**src/rtl/shift_frame_sequencer.sv**
```systemverilog
// Upstream sequencer for a universal shift register: loads a word, shifts it out serially at cfg_div+1 cycles per bit.
// Optional define SHIFT_FRAME_LOOPBACK_EN feeds the outgoing bit back into sr_si so the register rotates.
module shift_frame_sequencer #(
    parameter int WIDTH      = 8,
    parameter int DIV_W      = 8,
    parameter int GAP_CYCLES = 2
) (
    input  logic             clk,
    input  logic             rst_n,
    input  logic             in_valid,
    output logic             in_ready,
    input  logic [WIDTH-1:0] in_data,
    input  logic             cfg_msb_first,
    input  logic [DIV_W-1:0] cfg_div,
    input  logic             abort,
    output logic [1:0]       sr_mode,
    output logic [WIDTH-1:0] sr_din,
    output logic             sr_si,
    input  logic             sr_so_left,
    input  logic             sr_so_right,
    output logic             ser_out,
    output logic             ser_valid,
    output logic             busy,
    output logic             frame_done
);
    localparam int BIT_W = $clog2(WIDTH);
    localparam int GAP_W = (GAP_CYCLES > 1) ? $clog2(GAP_CYCLES) : 1;
    localparam logic [BIT_W-1:0] BIT_LAST = BIT_W'(WIDTH - 1);
    localparam logic [GAP_W-1:0] GAP_LAST = GAP_W'((GAP_CYCLES > 0) ? GAP_CYCLES - 1 : 0);

    typedef enum logic [1:0] {IDLE, LOAD, SHIFT, GAP} state_t;

    state_t           state_q, state_d;
    logic [WIDTH-1:0] din_q, din_d;
    logic             msb_q, msb_d;
    logic [DIV_W-1:0] div_q, div_d;
    logic [DIV_W-1:0] div_cnt_q, div_cnt_d;
    logic [BIT_W-1:0] bit_cnt_q, bit_cnt_d;
    logic [GAP_W-1:0] gap_cnt_q, gap_cnt_d;
    logic             done_q, done_d;
    logic             shift_tick;
    logic             last_shift;
    logic             accept;
    logic             leaving_bit;

    always_ff @(posedge clk or negedge rst_n) begin
        if (!rst_n) begin
            state_q   <= IDLE;
            din_q     <= '0;
            msb_q     <= 1'b0;
            div_q     <= '0;
            div_cnt_q <= '0;
            bit_cnt_q <= '0;
            gap_cnt_q <= '0;
            done_q    <= 1'b0;
        end else begin
            state_q   <= state_d;
            din_q     <= din_d;
            msb_q     <= msb_d;
            div_q     <= div_d;
            div_cnt_q <= div_cnt_d;
            bit_cnt_q <= bit_cnt_d;
            gap_cnt_q <= gap_cnt_d;
            done_q    <= done_d;
        end
    end

    // With no gap configured, in_ready rises on the final shift cycle so the next word's LOAD follows immediately.
    always_comb begin
        state_d    = state_q;
        din_d      = din_q;
        msb_d      = msb_q;
        div_d      = div_q;
        div_cnt_d  = div_cnt_q;
        bit_cnt_d  = bit_cnt_q;
        gap_cnt_d  = gap_cnt_q;
        done_d     = 1'b0;
        sr_mode    = 2'b00;
        in_ready   = 1'b0;
        shift_tick = (state_q == SHIFT) && (div_cnt_q == div_q);
        last_shift = shift_tick && (bit_cnt_q == BIT_LAST);

        case (state_q)
            IDLE: in_ready = 1'b1;
            LOAD: begin
                sr_mode   = 2'b11;
                state_d   = SHIFT;
                bit_cnt_d = '0;
                div_cnt_d = '0;
            end
            SHIFT: begin
                if (shift_tick) begin
                    sr_mode   = msb_q ? 2'b01 : 2'b10;
                    div_cnt_d = '0;
                    bit_cnt_d = bit_cnt_q + 1'b1;
                    if (last_shift) begin
                        done_d    = 1'b1;
                        bit_cnt_d = '0;
                        gap_cnt_d = '0;
                        if (GAP_CYCLES == 0) begin
                            state_d  = IDLE;
                            in_ready = 1'b1;
                        end else begin
                            state_d = GAP;
                        end
                    end
                end else begin
                    div_cnt_d = div_cnt_q + 1'b1;
                end
            end
            GAP: begin
                if (gap_cnt_q == GAP_LAST) begin
                    state_d = IDLE;
                end else begin
                    gap_cnt_d = gap_cnt_q + 1'b1;
                end
            end
        endcase

        accept = in_valid && in_ready && !abort;
        if (accept) begin
            din_d   = in_data;
            msb_d   = cfg_msb_first;
            div_d   = cfg_div;
            state_d = LOAD;
        end

        if (abort) begin
            state_d   = IDLE;
            sr_mode   = 2'b00;
            div_cnt_d = '0;
            bit_cnt_d = '0;
            gap_cnt_d = '0;
            done_d    = 1'b0;
        end
    end

    assign leaving_bit = msb_q ? sr_so_left : sr_so_right;
    assign sr_din      = din_q;
    assign busy        = (state_q != IDLE);
    assign frame_done  = done_q;
    assign ser_valid   = (state_q == SHIFT) && (div_cnt_q == '0);
    assign ser_out     = (state_q == SHIFT) && leaving_bit;

`ifdef SHIFT_FRAME_LOOPBACK_EN
    assign sr_si = leaving_bit;
`else
    assign sr_si = 1'b0;
`endif

endmodule

```
**config.mk**
```make
export PLATFORM = sky130hd
export DESIGN_NAME = shift_frame_sequencer
export DESIGN_NICKNAME = d
export VERILOG_FILES = /design/src/rtl/shift_frame_sequencer.sv
export SDC_FILE = /design/constraint.sdc
export NUM_CORES = 1
export LEC_CHECK = 0
export ABC_AREA = 1
export BUFFER_PORTS_ARGS = -buffer_cell sky130_fd_sc_hd__buf_2
export CAP_MARGIN = 25
export CORE_ASPECT_RATIO = 0.5
export CORE_UTILIZATION = 50
export DETAILED_ROUTE_END_ITERATION = 8
export PLACE_DENSITY = 0.77
export SYNTH_ARGS = -nofsm -noshare
export SYNTH_HDL_FRONTEND = slang
export SYNTH_SLANG_ARGS = --single-unit
```
**constraint.sdc**
```tcl
create_clock -name clk -period 2.6 [get_ports clk]
set_input_delay 0.52 -clock clk [delete_from_list [all_inputs] [get_ports clk]]
set_output_delay 0.52 -clock clk [all_outputs]
set_load 0.05 [all_outputs]
```
# Word level (Yosys, flattened, before mapping)
# Index checks and enable logic that the tools add are counted.
dict set report totals {
  ramBits 0
  latchBits 0
  output_inout_bits 16
  wordCells 65
  input_bits 23
  register_bits 32
  mem_bits_ro 0
  mem_count 0
}
dict set report classes {
  n_bitwise 0
  n_mux 28
  n_eq_ne 10
  n_div 0
  n_addsub 3
  magnitude_cmp 0
  reduce_logical 16
  n_shift 0
  mul 0
}
# operator count
set ops {}
lappend ops {{$mux W2} 8}
lappend ops {{$mux W8} 2}
lappend ops {{$pmux W8 S2} 1}
lappend ops {{$ne A4 B4 Y1 const B} 3}
lappend ops {{$mux W1} 10}
lappend ops {{$mux W3} 3}
lappend ops {{$add A8 B1 Y8 const B} 1}
lappend ops {{$eq A8 B8 Y1} 1}
lappend ops {{$logic_not A8 Y1} 1}
lappend ops {{$logic_and A1 B1 Y1} 6}
lappend ops {{$ne A3 B3 Y1 const B} 2}
lappend ops {{$pmux W2 S3} 1}
lappend ops {{$pmux W3 S2} 1}
lappend ops {{$reduce_bool A3 Y1} 2}
lappend ops {{$reduce_bool A5 Y1} 1}
lappend ops {{$eq A2 B2 Y1 const B} 2}
lappend ops {{$pmux W2 S2} 1}
lappend ops {{$reduce_and A4 Y1} 1}
lappend ops {{$add A3 B1 Y3 const B} 1}
lappend ops {{$eq A3 B3 Y1 const B} 1}
lappend ops {{$reduce_and A3 Y1} 1}
lappend ops {{$eq A2 B1 Y1 const B} 1}
lappend ops {{$logic_not A2 Y1} 1}
lappend ops {{$pmux W1 S2} 1}
lappend ops {{4 further kinds} 4}

# Longest topological paths before layout
dict set report logic_depth {
  ltp_word 8
  ltp_mapped 11
  depth_no_buf 11
}

# Worst setup path after synthesis
# OpenSTA, ideal clock, no wires.
dict set report synth_path {
  path_type {flip-flop to output port}
  from {reg state_q[0]}
  to {out ser_valid}
  required_ns 2.080
  stages_incl_launch_ff 5
  arrival_ns 1.859
  setup_slack_ns 0.221
  path_buffers 0
  path_cell_list {dfrtp_1 -> inv_1 -> ha_1 -> nand3_1 -> nor3_1}
}
dict set report synth_between {
  elab_chain_len 2
}
# item line_no
set synth_lines {}
lappend synth_lines {{start, declared} 33} ;# state_t state_q, state_d;
lappend synth_lines {{start signal, assigned} 57} ;# state_q <= state_d;
lappend synth_lines {{$eq A2 B2 Y1} 142} ;# assign ser_valid = (state_q == SHIFT) && (div_cnt_q == '0);
lappend synth_lines {{$logic_and A1 B1 Y1} 142}
lappend synth_lines {{end, declared} 22} ;# output logic ser_valid,
# No other way between the ends.

# Worst setup path in the final report
dict set report layout_path {
  from {reg state_q[0]}
  to {out sr_mode[1]}
}
dict set report layout_between {
  elab_chain_len 5
  elab_cells_between_ends 6
  cone_classes {eq/ne (2); mux (3); reduce/logical (1)}
}
# item line_no
set layout_lines {}
lappend layout_lines {{$eq A2 B2 Y1} {80, 83}}
lappend layout_lines {{$logic_and A1 B1 Y1} 80} ;# shift_tick = (state_q == SHIFT) && (div_cnt_q == div_q);
lappend layout_lines {{$mux W2} 92} ;# if (shift_tick) begin
lappend layout_lines {{$pmux W2 S2 (*)} 83} ;# case (state_q)
lappend layout_lines {{$mux W2 (*)} 128} ;# if (abort) begin
lappend layout_lines {{end, declared} 16} ;# output logic [1:0] sr_mode,
# Every way passes the cells marked *; elsewhere a longest branch is shown, timed or not.

==> results.toml <==
[pwr]
power_w = 0.00252
power_density_nw_per_um2 = 1160
leakage_nw = 1.16
p_int_w = 0.00129
clkPwrFrac_pct = 18.7
switching_share_pct = 48.7
vdd_drop_max_v = 0.000747
power_frac_comb_pct = 50.9
pwr-share-seq_pct = 30.5
p_sw_w = 0.00123

[route]
initialDrtViolationCount = 146
dr.pass1.iters = 5
viasPerCell = 5.00
num_vias = 1691
wl_per_cell_um = 11.7
route.detailed.drc = 0
final_antenna_net_count = 0
wl_mm = 3.97

[min_path]
hold_class = "in -> async"

[worst_setup_path]
crit_fanout = 7
r2r-start = "state_q[0]"
rr_worst_depth = 9
critPathKind = "reg -> out"
required_ns = 2.08
cp.arrival_ns = 1.85
start_kind = "flop"
cp-end-kind = "primary output"
rrSetupSlack_ns = 0.64
rr_endpoint = "div_cnt_q[6]"

[synth]
syn_inst = 245
ys_seq_area_share_pct = 43.5
synth.area.top_cells = "dfrtp_1 43%, nand2_1 18%, ha_1 5.4%, nor2_1 4.5%, inv_1 4.1%"
ys.warnings.count = 0
avgSynthCellArea_um2 = 7.52
yosysUniqueCellTypes = 27
yosysTopAreaCellShare_pct = 43.5
syn_area_um2 = 1840
ys_ff_latch = 32
syn_nets = 276
yosys.area.top_type = "dfrtp_1"

[cts]
cts_buffers = 5
cts_tree = "built"
cts_setup_buffers = 0
cts-resized-gates = 0
root_buffer = "clkbuf_8"
cts_buffer_depth = 2
ctsHoldBuffers = 0
clk_latency_ns = 0.29
cts.sinks = 32
cts.clk_slew.worst_paths_ns = 0.07
htree_levels = 2

[placed_design]
globalplace.congestion = 0.911
place_inst = 330
placed_area_um2 = 2070
port_buffers = 37
post-dp-hpwl_mm = 3.00

[outcome]
status = "completed"

[timing]
tns_ns = 0
slew_headroom_pct = 53.2
setup_viol_count_final = 0
clock.fmax_ghz = 0.422
slew_viol_final = 0
finClkSkew_ns = 0.00889
tightest_slew_ns = 0.702
rsz0062_at_grt = "no"
finalCriticalPeriod_ns = 2.37
min_period_over_period_pct = 91.2
hold_viol_final = 0

[flow_run]
cap_violations = 0

[die]
die-area_um2 = 3940
floorplan.rows = 15
die_h_um = 44.9
dieWidth_um = 87.8
io_pins = 39
start_util_pct = 53.0
core_um2 = 3470

[global_route]
grt_pass1_wl_mm = 6.32
grt_pass1_vias = 1393
overflow = 0
antenna_found_initial = 0
grt_use_total_pct = 21.8
grt_start_max_net_pins = 33

[layout]
syn_to_final_growth_pct = 18.1
design_area_um2 = 2180
instances_no_fill = 338
diodes = 0
multi_input_area_um2 = 895
final_core_util_pct = 62.7
nets = 317
num-fill-cells = 309
seq_area_um2 = 801
drive_gt1_share_pct = 23.3
layout make-up:
class	count	share of cell area (%)
clock buffer	6	3.34
clock inverter	2	1.61
tap	51	2.93
multi-input combinational	179	41.1
inverter	29	5.00
timing repair buffer	39	9.20
sequential	32	36.8
power groups by stage:
stage               clock network, W  registers, W  logic (W)
floorplan                          0      0.000975   0.000792
global placement                   0      0.000768    0.00126
detailed placement                 0      0.000774    0.00127
CTS                         0.000476      0.000767    0.00128
global route                0.000496      0.000784    0.00142
finish                      0.000471      0.000768    0.00128
stage by stage:
stage	worst slack [ns]	hold slack, ns
floorplan	0.221	0.224
CTS	0.222	0.307
global route	0.105	0.339
finish	0.228	0.269
global placement	0.587	0.450
detailed placement	0.544	0.459
registers in the layout, summed over array words and instances (netlist names):
register,cells
div_cnt_q,8
div_q,8
sr_din,8
bit_cnt_q,3
state_q,2
frame_done,1
gap_cnt_q,1
msb_q,1
cell families after synthesis:
group | after synthesis | share of synthesized area (%)
adder cells (fa/ha/maj) | 8 | 5.43
XOR/XNOR | 5 | 2.38
flip-flops | 32 | 43.5
AO/OA/AOI/OAI | 28 | 8.56
buffers and inverters | 34 | 7.95
other | 1 | 0.204
AND/OR/NAND/NOR | 137 | 32.0
worst max-delay path by stage:
stage / startpoint / to / slack (ns) / depth (start not counted)
CTS: state_q[0] / sr_mode[1] / 0.22 / 7
global placement: state_q[0] / sr_mode[0] / 0.59 / 7
detailed placement: state_q[0] / sr_mode[1] / 0.54 / 7
floorplan: state_q[0] / ser_valid / 0.22 / 4
global route: state_q[0] / sr_mode[1] / 0.10 / 7
finish: state_q[0] / sr_mode[1] / 0.23 / 7
worst max-delay path: stages, from the launching register on:
cell and delay (ns):
dfrtp_1 0.42, inv_1 0.10, ha_1 0.28, inv_2 0.12, nor3_2 0.20, nand2_1 0.06, a21oi_1 0.11, buf_2 0.27
synth_stat cells:
cell / count
ha_1: 8
a32oi_2: 1
nand3b_1: 1
inv_2: 9
nor3_2: 2
o21ai_0: 11
nor2_2: 1
o21ai_1: 4
buf_6: 2
clkbuf_1: 1
nand2_1: 87
nand3_1: 12
nor3_1: 3
inv_1: 20
nand2_2: 4
dfrtp_1: 32
o22ai_1: 2
nor2_1: 22
o21ai_2: 1
nand2_4: 2
conb_1: 1
nor2_4: 1
buf_4: 1
buf_1: 1
a21oi_1: 9
nand4_1: 2
xor2_1: 5
metal layers:
metal / up-vias / global-route usage, % / wire, um
met5: - / 0 / 0
met4: 0 / 6.89 / 46
met3: 6 / 6.03 / 209
met2: 59 / 32.9 / 1740
met1: 782 / 30.8 / 1970
li1: 844 / - / -
cell usage in the layout (no fill, tap or decap), types with 3 or more instances in the layout:
| master | synthesis | final |
|---|---|---|
| nor3_1 | 3 | 3 |
| buf_2 | 0 | 37 |
| inv_1 | 20 | 20 |
| a21oi_1 | 9 | 9 |
| clkbuf_8 | 0 | 5 |
| nor2_1 | 22 | 22 |
| nand2_2 | 4 | 4 |
| o21ai_1 | 4 | 4 |
| dfrtp_1 | 32 | 32 |
| nand3_1 | 12 | 12 |
| inv_2 | 9 | 9 |
| ha_1 | 8 | 8 |
| xor2_1 | 5 | 5 |
| nand2_1 | 87 | 87 |
| o21ai_0 | 11 | 11 |
(Power assumes the default switching activity.)
